## config.mk

```make
export PLATFORM = sky130hd
export DESIGN_NAME = weight_loader_flat
export DESIGN_NICKNAME = d
export VERILOG_FILES = /design/src/rtl/weight_loader_if.sv /design/src/rtl/weight_loader.sv /design/src/flat_wrapper.sv
export SDC_FILE = /design/constraint.sdc
export NUM_CORES = 1
export LEC_CHECK = 0
export CAP_MARGIN = 20
export CELL_PAD_IN_SITES_DETAIL_PLACEMENT = 1
export CELL_PAD_IN_SITES_GLOBAL_PLACEMENT = 1
export CORE_MARGIN = 2
export CORE_UTILIZATION = 40
export CTS_CLUSTER_DIAMETER = 100
export DETAILED_ROUTE_END_ITERATION = 16
export DONT_BUFFER_PORTS = 1
export PLACE_DENSITY_LB_ADDON = 0.1
export SLEW_MARGIN = 20
export SYNTH_ARGS = -nofsm -noshare
export SYNTH_HDL_FRONTEND = slang
export SYNTH_SLANG_ARGS = --single-unit
export TNS_END_PERCENT = 1
```

## constraint.sdc

```tcl
create_clock -name clk -period 5.5 [get_ports clk]
set_input_delay 1.65 -clock clk [delete_from_list [all_inputs] [get_ports clk]]
set_output_delay 1.65 -clock clk [all_outputs]
set_load 0.02 [all_outputs]
```

## src/rtl/weight_loader_if.sv

```systemverilog
// weight_loader_if: groups the configuration stream handshake and the
// weight-memory write port of one layer.
//   master : the host / configuration source (drives cfg_valid, cfg_data)
//   slave  : the weight loader (accepts the stream, drives the write port)
interface weight_loader_if #(
   parameter int dataWidth    = 16,
   parameter int addressWidth = 10,
   parameter int numNeuron    = 30
) ();

   logic                    cfg_valid;
   logic [dataWidth-1:0]    cfg_data;
   logic                    cfg_ready;
   logic                    wen;
   logic [addressWidth-1:0] wadd;
   logic [dataWidth-1:0]    win;
   logic [numNeuron-1:0]    wsel;
   logic                    done;
   logic                    err;
   logic [dataWidth-1:0]    checksum;

   modport master (
      output cfg_valid, cfg_data,
      input  cfg_ready, wen, wadd, win, wsel, done, err, checksum
   );

   modport slave (
      input  cfg_valid, cfg_data,
      output cfg_ready, wen, wadd, win, wsel, done, err, checksum
   );

endinterface

```

## src/rtl/weight_loader.sv

```systemverilog
// weight_loader: write-side front end for the per-neuron weight memories of
// layer layerNo. A header word selects a neuron (cfg_data[7:0]) and a layer
// (cfg_data[15:8]); the next numWeight words are either written to that
// neuron's memory (addresses 0..numWeight-1) or discarded when the header
// targets another layer or an out-of-range neuron.
//
// Optional feature: define WEIGHT_LOADER_CHECKSUM_EN to get a running modulo
// 2^dataWidth sum of the weights written for the current neuron on
// 'checksum'; without it 'checksum' is tied to zero.
module weight_loader #(
   parameter int numWeight    = 784,
   parameter int numNeuron    = 30,
   parameter int layerNo      = 1,
   parameter int addressWidth = 10,
   parameter int dataWidth    = 16
) (
   input  logic            clk,
   input  logic            rst,
   weight_loader_if.slave  bus
);

   typedef enum logic [1:0] {
      IDLE = 2'd0,
      LOAD = 2'd1,
      SKIP = 2'd2,
      DONE = 2'd3
   } state_t;

   localparam logic [addressWidth-1:0] last_idx = addressWidth'(numWeight - 1);
   localparam logic [numNeuron-1:0]    sel_one  = numNeuron'(1);

   state_t                  state_q;
   state_t                  state_d;

   logic                    ready_q;
   logic [addressWidth-1:0] cnt_q;
   logic [numNeuron-1:0]    sel_q;
   logic                    wen_q;
   logic [addressWidth-1:0] wadd_q;
   logic [dataWidth-1:0]    win_q;
   logic [numNeuron-1:0]    wsel_q;
   logic                    done_q;
   logic                    err_q;

   logic                    xfer;
   logic [7:0]              hdr_neuron;
   logic [7:0]              hdr_layer;
   logic                    layer_hit;
   logic                    neuron_ok;
   logic                    last_word;

   // Handshake and header decode; only meaningful when xfer happens in IDLE.
   assign xfer       = bus.cfg_valid && ready_q;
   assign hdr_neuron = bus.cfg_data[7:0];
   assign hdr_layer  = bus.cfg_data[15:8];
   assign layer_hit  = (hdr_layer == 8'(layerNo));
   assign neuron_ok  = ({24'd0, hdr_neuron} < 32'(numNeuron));
   assign last_word  = (cnt_q == last_idx);

   // State register.
   always_ff @(posedge clk or posedge rst) begin
      if (rst) begin
         state_q <= IDLE;
      end else begin
         // NOTE: sequential state uses <= so every flop samples pre-edge values;
         // blocking '=' here would make results depend on statement order.
         state_q <= state_d;
      end
   end

   // Next-state decode: payload length is fixed, so LOAD and SKIP both
   // leave after the transfer that carries word numWeight-1.
   always_comb begin
      // NOTE: default first so every path assigns state_d and no latch is inferred.
      state_d = state_q;
      unique case (state_q)
         IDLE: if (xfer) state_d = (layer_hit && neuron_ok) ? LOAD : SKIP;
         LOAD: if (xfer && last_word) state_d = DONE;
         SKIP: if (xfer && last_word) state_d = IDLE;
         DONE: state_d = IDLE;
         default: state_d = IDLE;
      endcase
   end

   // Registered datapath: counter, latched select and the write-port outputs,
   // which all appear the cycle after the accepting transfer.
   always_ff @(posedge clk or posedge rst) begin
      if (rst) begin
         ready_q <= 1'b0;
         cnt_q   <= '0;
         sel_q   <= '0;
         wen_q   <= 1'b0;
         wadd_q  <= '0;
         win_q   <= '0;
         wsel_q  <= '0;
         done_q  <= 1'b0;
         err_q   <= 1'b0;
      end else begin
         // Ready drops only for the single DONE cycle.
         ready_q <= (state_d != DONE);
         wen_q   <= 1'b0;
         done_q  <= 1'b0;
         err_q   <= 1'b0;
         if (xfer) begin
            unique case (state_q)
               IDLE: begin
                  cnt_q  <= '0;
                  wsel_q <= '0;
                  err_q  <= layer_hit && !neuron_ok;
                  if (layer_hit && neuron_ok) sel_q <= sel_one << hdr_neuron;
               end
               LOAD: begin
                  wen_q  <= 1'b1;
                  wadd_q <= cnt_q;
                  win_q  <= bus.cfg_data;
                  wsel_q <= sel_q;
                  done_q <= last_word;
                  cnt_q  <= last_word ? '0 : cnt_q + 1'b1;
               end
               SKIP: begin
                  cnt_q <= last_word ? '0 : cnt_q + 1'b1;
               end
               default: ;
            endcase
         end
      end
   end

   assign bus.cfg_ready = ready_q;
   assign bus.wen       = wen_q;
   assign bus.wadd      = wadd_q;
   assign bus.win       = win_q;
   assign bus.wsel      = wsel_q;
   assign bus.done      = done_q;
   assign bus.err       = err_q;

`ifdef WEIGHT_LOADER_CHECKSUM_EN
   logic [dataWidth-1:0] sum_q;

   // Running weight sum, restarted by each header that opens a LOAD; it
   // moves in step with wen so the final value lines up with done.
   always_ff @(posedge clk or posedge rst) begin
      if (rst) begin
         sum_q <= '0;
      end else if (xfer && (state_q == IDLE) && layer_hit && neuron_ok) begin
         sum_q <= '0;
      end else if (xfer && (state_q == LOAD)) begin
         sum_q <= sum_q + bus.cfg_data;
      end
   end

   assign bus.checksum = sum_q;
`else
   assign bus.checksum = '0;
`endif

endmodule

```

## src/flat_wrapper.sv

```systemverilog
// flat-port wrapper written by rule: the top's interface ports become plain ports
module weight_loader_flat 
#(
   parameter int numWeight    = 784,
   parameter int numNeuron    = 30,
   parameter int layerNo      = 1,
   parameter int addressWidth = 10,
   parameter int dataWidth    = 16
)
  (clk, rst, bus_cfg_valid, bus_cfg_data, bus_cfg_ready, bus_wen, bus_wadd, bus_win, bus_wsel, bus_done, bus_err, bus_checksum);
  weight_loader_if #(.dataWidth(dataWidth), .addressWidth(addressWidth), .numNeuron(numNeuron)) bus_i ();
  input  logic clk;
  input  logic rst;
  input wire logic [$bits(bus_i.cfg_valid)-1:0] bus_cfg_valid;
  input wire logic [$bits(bus_i.cfg_data)-1:0] bus_cfg_data;
  output wire logic [$bits(bus_i.cfg_ready)-1:0] bus_cfg_ready;
  output wire logic [$bits(bus_i.wen)-1:0] bus_wen;
  output wire logic [$bits(bus_i.wadd)-1:0] bus_wadd;
  output wire logic [$bits(bus_i.win)-1:0] bus_win;
  output wire logic [$bits(bus_i.wsel)-1:0] bus_wsel;
  output wire logic [$bits(bus_i.done)-1:0] bus_done;
  output wire logic [$bits(bus_i.err)-1:0] bus_err;
  output wire logic [$bits(bus_i.checksum)-1:0] bus_checksum;
  assign bus_i.cfg_valid = bus_cfg_valid;
  assign bus_i.cfg_data = bus_cfg_data;
  assign bus_cfg_ready = bus_i.cfg_ready;
  assign bus_wen = bus_i.wen;
  assign bus_wadd = bus_i.wadd;
  assign bus_win = bus_i.win;
  assign bus_wsel = bus_i.wsel;
  assign bus_done = bus_i.done;
  assign bus_err = bus_i.err;
  assign bus_checksum = bus_i.checksum;
  weight_loader #(.numWeight(numWeight), .numNeuron(numNeuron), .layerNo(layerNo), .addressWidth(addressWidth), .dataWidth(dataWidth)) u_core (.clk(clk), .rst(rst), .bus(bus_i));
endmodule
```

Word level (Yosys, flattened, before mapping)
Cells that the tools add are included.

Logic and storage cells: 46. Bits in registers: 102.

Reduce and logical (&&, ||, !) cells: 13. Muxes and demuxes: 14. Order comparisons: 1. Eq/ne operators: 6. Shift operators: 1. Add/subtract/negate cells: 1.

Operator list (count): $pmux 30 s2 (1); $shl 1x8->30 const A (1); $pmux 10 s2 (1); $add 10x1->10 const B (1); $eq 10x10->1 const B (1); $mux 10 (1); $eq 8x1->1 const B (1); $lt 8x5->1 const B (1); $mux 2 (4); $pmux 2 s4 (1); $mux 1 (6); $reduce_and 2->1 (3); $eq 2x2->1 const B (2); $logic_and 1x1->1 (4); $reduce_bool 2->1 (2); $reduce_and 3->1 (1); $eq 2x1->1 const B (1); $logic_not 2->1 (1); $ne 2x2->1 const B (1); $reduce_or 2->1 (1); $logic_not 1->1 (1).

Longest topological paths before layout
Depth in word-level cells: 6. Mapped depth: 7.

Worst setup path before layout
Ideal clock, no wire load.

Path type: input to register. From: input port bus_cfg_data[15]. To: register u_core.sel_q[10]. Required time: 5.375 ns. Path slack: 2.549 ns. Stages: 6. Path buffers: 2. Arrival time: 2.826 ns. Cell sequence: nor4_2 and3_1 and3_1 buf_6 buf_12 mux2_4.

Longest elaborated chain between the ends: 3.

Ends and longest elaborated chain: start, declared (RTL line flat_wrapper.sv:15) `input wire logic [$bits(bus_i.cfg_data)-1:0] bus_cfg_data;`; $eq 8x1->1 (RTL line weight_loader.sv:56) `assign layer_hit = (hdr_layer == 8'(layerNo));`; $logic_and 1x1->1 (RTL line weight_loader.sv:110) `if (layer_hit && neuron_ok) sel_q <= sel_one << hdr_neuron;`; $reduce_and 3->1 (no line); end signal, assigned (RTL line weight_loader.sv:110); end, declared (RTL line weight_loader.sv:37) `logic [numNeuron-1:0] sel_q;`.

No other way between the ends. A chain may end at the register's enable or synchronous reset.

Final worst setup path
From: input port bus_cfg_data[15]. To: register u_core.sel_q[29].

The elaborated chain is that of the path after synthesis.

==> impl_summary.log <==
[metrics] clock skew: approximately 0.007 ns
[metrics] pre-CTS setup slack: 1.89 ns
[metrics] cts bufs inserted: 9
[metrics] Sequential Power Share: 51.8%
[metrics] net switching power figure: 0.435 mW
[metrics] CTS Root Buffer Type: sky130_fd_sc_hd__clkbuf_16
[metrics] clock latency on the worst-skew pair: 0.35 ns
[metrics] flip-flop cell with the highest count after synthesis: sky130_fd_sc_hd__dfrtp_1
[metrics] logic gate share of total power: about 6.9%
[metrics] Hold/Removal Path Class: reg2reg
[metrics] die height: 110 um
[metrics] leakage power: about 2.3 nW
[metrics] initial antenna violation count: 0
[metrics] FF+latch count, synth: between 100 and 150
[metrics] RSZ-0062 raised after global routing: false
[metrics] Inst Count DP: ~530
[metrics] register cell area after layout: 0.00255 mm^2
[metrics] headroom to the max-slew limit: between 30% and 40%
[metrics] wire length of the first global-routing pass: 16.4 mm
[metrics] Core ar.: between 0.01 and 0.015 mm^2
[metrics] Synth Area per Inst: 11.2 um^2
[metrics] Final #Nets: 424
[metrics] detailed-route via count: around 2800
[metrics] number of enable flip-flop cells after synthesis: 0
[metrics] Final Critical Period: 3.22 ns
[metrics] number of hold buffers added after cts: 0
[metrics] post_cts resized: 0
[metrics] final critical-path share of the clock period: 58.6%
[metrics] full die area: 0.0121 mm^2
[metrics] maximum net fanout on the critical path: 31
[metrics] areal power density over the cells: ~350 mW/mm^2
[metrics] weighted congestion reported at the end of routability-driven placement: 0.758
[metrics] maximum VDD drop: 0.149 mV
[metrics] width of the die: 110 um
[metrics] post-synthesis instance area: 0.00450 mm^2
[metrics] number of maximum-capacitance constraint violations: 0
[metrics] Final Max Tran Viols: 0
[metrics] highest attainable clock frequency: 0.310 GHz
[metrics] final cell count without fillers: approximately 540
[metrics] clock slew at the register clock pins of the worst setup and hold paths: roughly 0.070 ns
[metrics] Antenna Violating Nets Remaining: 0
[metrics] Detailed Route WL: 10.0 mm
[metrics] Critical Path End Type: flop
[metrics] cell-internal power: 1.25 mW
[metrics] total gr overflow: 0
[metrics] ys async rst share: 100%
[metrics] Vias per Instance: 5.21
[metrics] Fin. Hold Viols: 0
[metrics] num ports: 95
[metrics] Global Route Usage Sum: 17.9%
[metrics] critical path data arrival time: 3.46 ns
[metrics] worst-case setup margin in the final layout: 2.28 ns
[metrics] DRC violations left: 0
[metrics] H-tree depth: 3
[metrics] DRT Pass-1 Iters: 4
[metrics] largest net degree at the start of global routing: 69
[metrics] Starting Density: 41.2%
[metrics] clock sinks: 102
[metrics] register area share after synthesis: 56.7%
[metrics] number of core rows: 38
[metrics] DR WL/cell: 18.5 um
[metrics] clock tree from TritonCTS: done
[metrics] setup total negative slack: 0 ns
[metrics] share of final-layout standard cells stronger than drive strength 1: 13.9%
[metrics] run status: finished clean
[metrics] diode count: 0
[metrics] portion of total power attributed to the clock network: 41.3%
[metrics] count of warnings emitted by yosys: 0
[metrics] startpoint type of the worst setup path: primary input
[metrics] half-perimeter wire length after detailed placement: 6.61 mm
[metrics] Port Buf Inserts: 0
[metrics] setup violators final: 0
[metrics] layout overhead on the synthesized area: 7.72%
[metrics] number of fillers in the final layout: ~1200
[metrics] number of distinct library cell variants in the gate-level netlist after synthesis: 42
[metrics] area of the multi-input gates: 0.00175 mm^2
[metrics] vias in the first global route: between 3000 and 4000
[metrics] Data required, critical path: 5.73 ns
[metrics] Net Sw Frac: 25.8%
[metrics] transition time of the tightest slew-check pin: 0.998 ns
[metrics] maximum count of clock buffers along a single path: 2
[metrics] Initial DRC Count: 117
[metrics] instance count of the mapped netlist: 403
[metrics] Post-CTS Repair Setup Buffers: 0
[metrics] class of the most critical setup path: in2reg
## metal layers
metal	track usage, %	wire length, um
met5	0	0
met4	6.43	150
met3	5.47	613
met2	26.5	4440
met1	25.0	4840
## path summary, 6_finish.rpt
kind	from	endpoint	slack, ns	cells after the start
setup reg to reg	u_core.bus.cfg_ready$_DFF_PP0_	u_core.sel_q[29]$_DFFE_PP0P_	3.08	4
hold reg to reg	u_core.sel_q[22]$_DFFE_PP0P_	u_core.bus.wsel[22]$_DFFE_PP0P_	0.50	1
setup / recovery	bus_cfg_data[15]	u_core.sel_q[29]$_DFFE_PP0P_	2.28	4
min in group asynchronous	rst	u_core.bus.wsel[13]$_DFFE_PP0P_	1.35	1
max in group asynchronous	rst	u_core.bus.wadd[4]$_DFFE_PP0P_	3.17	2
hold / removal	u_core.sel_q[22]$_DFFE_PP0P_	u_core.bus.wsel[22]$_DFFE_PP0P_	0.50	1
## sequential cells by signal, indices dropped and copies added (netlist names)
signal	flops
u_core.bus.done	1
u_core.state_q	2
u_core.bus.err	1
u_core.sel_q	30
u_core.bus.win	16
u_core.bus.cfg_ready	1
u_core.cnt_q	10
u_core.bus.wen	1
u_core.bus.wadd	10
u_core.bus.wsel	30
## area by class of cell
cell class | count | area share (%)
inverters | 6 | 0.516
clock inverters | 3 | 1.39
flip-flops and latches | 102 | 52.6
multi-input cells | 278 | 36.1
repair buffers | 3 | 0.464
well taps | 140 | 3.61
clock buffers | 12 | 5.29
## synth_stat cells, types with 3 or more instances
cell                       count  area share (%)
sky130_fd_sc_hd__a21oi_1       3            0.33
sky130_fd_sc_hd__a22o_1       30             5.8
sky130_fd_sc_hd__and3_1        3            0.42
sky130_fd_sc_hd__buf_1         4            0.33
sky130_fd_sc_hd__buf_12        3             1.3
sky130_fd_sc_hd__buf_4        16             2.7
sky130_fd_sc_hd__clkbuf_1      7            0.58
sky130_fd_sc_hd__dfrtp_1     102              57
sky130_fd_sc_hd__ha_1          5             1.4
sky130_fd_sc_hd__inv_1         5            0.42
sky130_fd_sc_hd__mux2_4       29             9.7
sky130_fd_sc_hd__nand2_1      93             7.7
sky130_fd_sc_hd__nand3_1       8            0.89
sky130_fd_sc_hd__nand4_1       3            0.42
sky130_fd_sc_hd__nor2_1       42             3.5
sky130_fd_sc_hd__nor3_1        6            0.67
sky130_fd_sc_hd__nor4_1        3            0.42
sky130_fd_sc_hd__o21ai_0       8            0.89
sky130_fd_sc_hd__xnor2_1       5            0.97
## cell families (layout without fill, tap and decap cells)
| group | count (synthesis) | count (layout) | share of synthesized area (%) |
|---|---|---|---|
| simple gates | 176 | 176 | 17.3 |
| flops | 102 | 102 | 56.7 |
| compound gates | 45 | 45 | 7.72 |
| buf+inv | 38 | 24 | 5.78 |
| mux | 30 | 30 | 9.92 |
| xor+xnor | 6 | 6 | 1.17 |
| fa+ha+maj | 5 | 5 | 1.39 |
| other cells | 1 | 16 | 0.0833 |
## critical path, cell delays in order
cell                     delay, ns
sky130_fd_sc_hd__nor4_2       0.30
sky130_fd_sc_hd__and3_1       0.22
sky130_fd_sc_hd__and3_2       0.86
sky130_fd_sc_hd__mux2_2       0.41
## power by group through the flow
| stage | Sequential (mW) | Combinational (mW) | Clock, mW |
|---|---|---|---|
| after floorplan | 0.872 | 0.102 | 0 |
| after global placement | 0.884 | 0.116 | 0 |
| after detailed placement | 0.886 | 0.120 | 0 |
| after CTS | 0.873 | 0.120 | 0.712 |
| after global routing | 0.880 | 0.136 | 0.738 |
| final | 0.872 | 0.117 | 0.695 |
## metrics by stage
| stage | instance area, um^2 | utilization, % | hold WS, ns | total power, mW |
|---|---|---|---|---|
| 2_1_floorplan | 4560 | - | 0.462 | 0.974 |
| 3_3_place_gp | 4530 | 41.4 | 0.485 | 0.999 |
| 3_5_place_dp | 4530 | 41.4 | 0.484 | 1.01 |
| 4_1_cts | 4850 | 44.4 | 0.501 | 1.70 |
| 5_1_grt | 4850 | 44.4 | 0.513 | 1.75 |
| 6_report | 4850 | 44.4 | 0.498 | 1.68 |
## cells in the final DEF, fill, tap and decap left out, types with 3 or more instances in the layout
cell,instances
sky130_fd_sc_hd__ha_1,5
sky130_fd_sc_hd__clkbuf_16,9
sky130_fd_sc_hd__nand4_1,3
sky130_fd_sc_hd__inv_1,4
sky130_fd_sc_hd__nor3_1,6
sky130_fd_sc_hd__o21ai_0,7
sky130_fd_sc_hd__dfrtp_1,102
sky130_fd_sc_hd__a22o_1,30
sky130_fd_sc_hd__nand2_1,93
sky130_fd_sc_hd__buf_4,3
sky130_fd_sc_hd__xnor2_1,5
sky130_fd_sc_hd__nor4_1,3
sky130_fd_sc_hd__nor2_1,42
sky130_fd_sc_hd__nand3_1,8
sky130_fd_sc_hd__conb_1,16
sky130_fd_sc_hd__mux2_4,29
sky130_fd_sc_hd__a21oi_1,3
(Power assumes the default switching activity.)
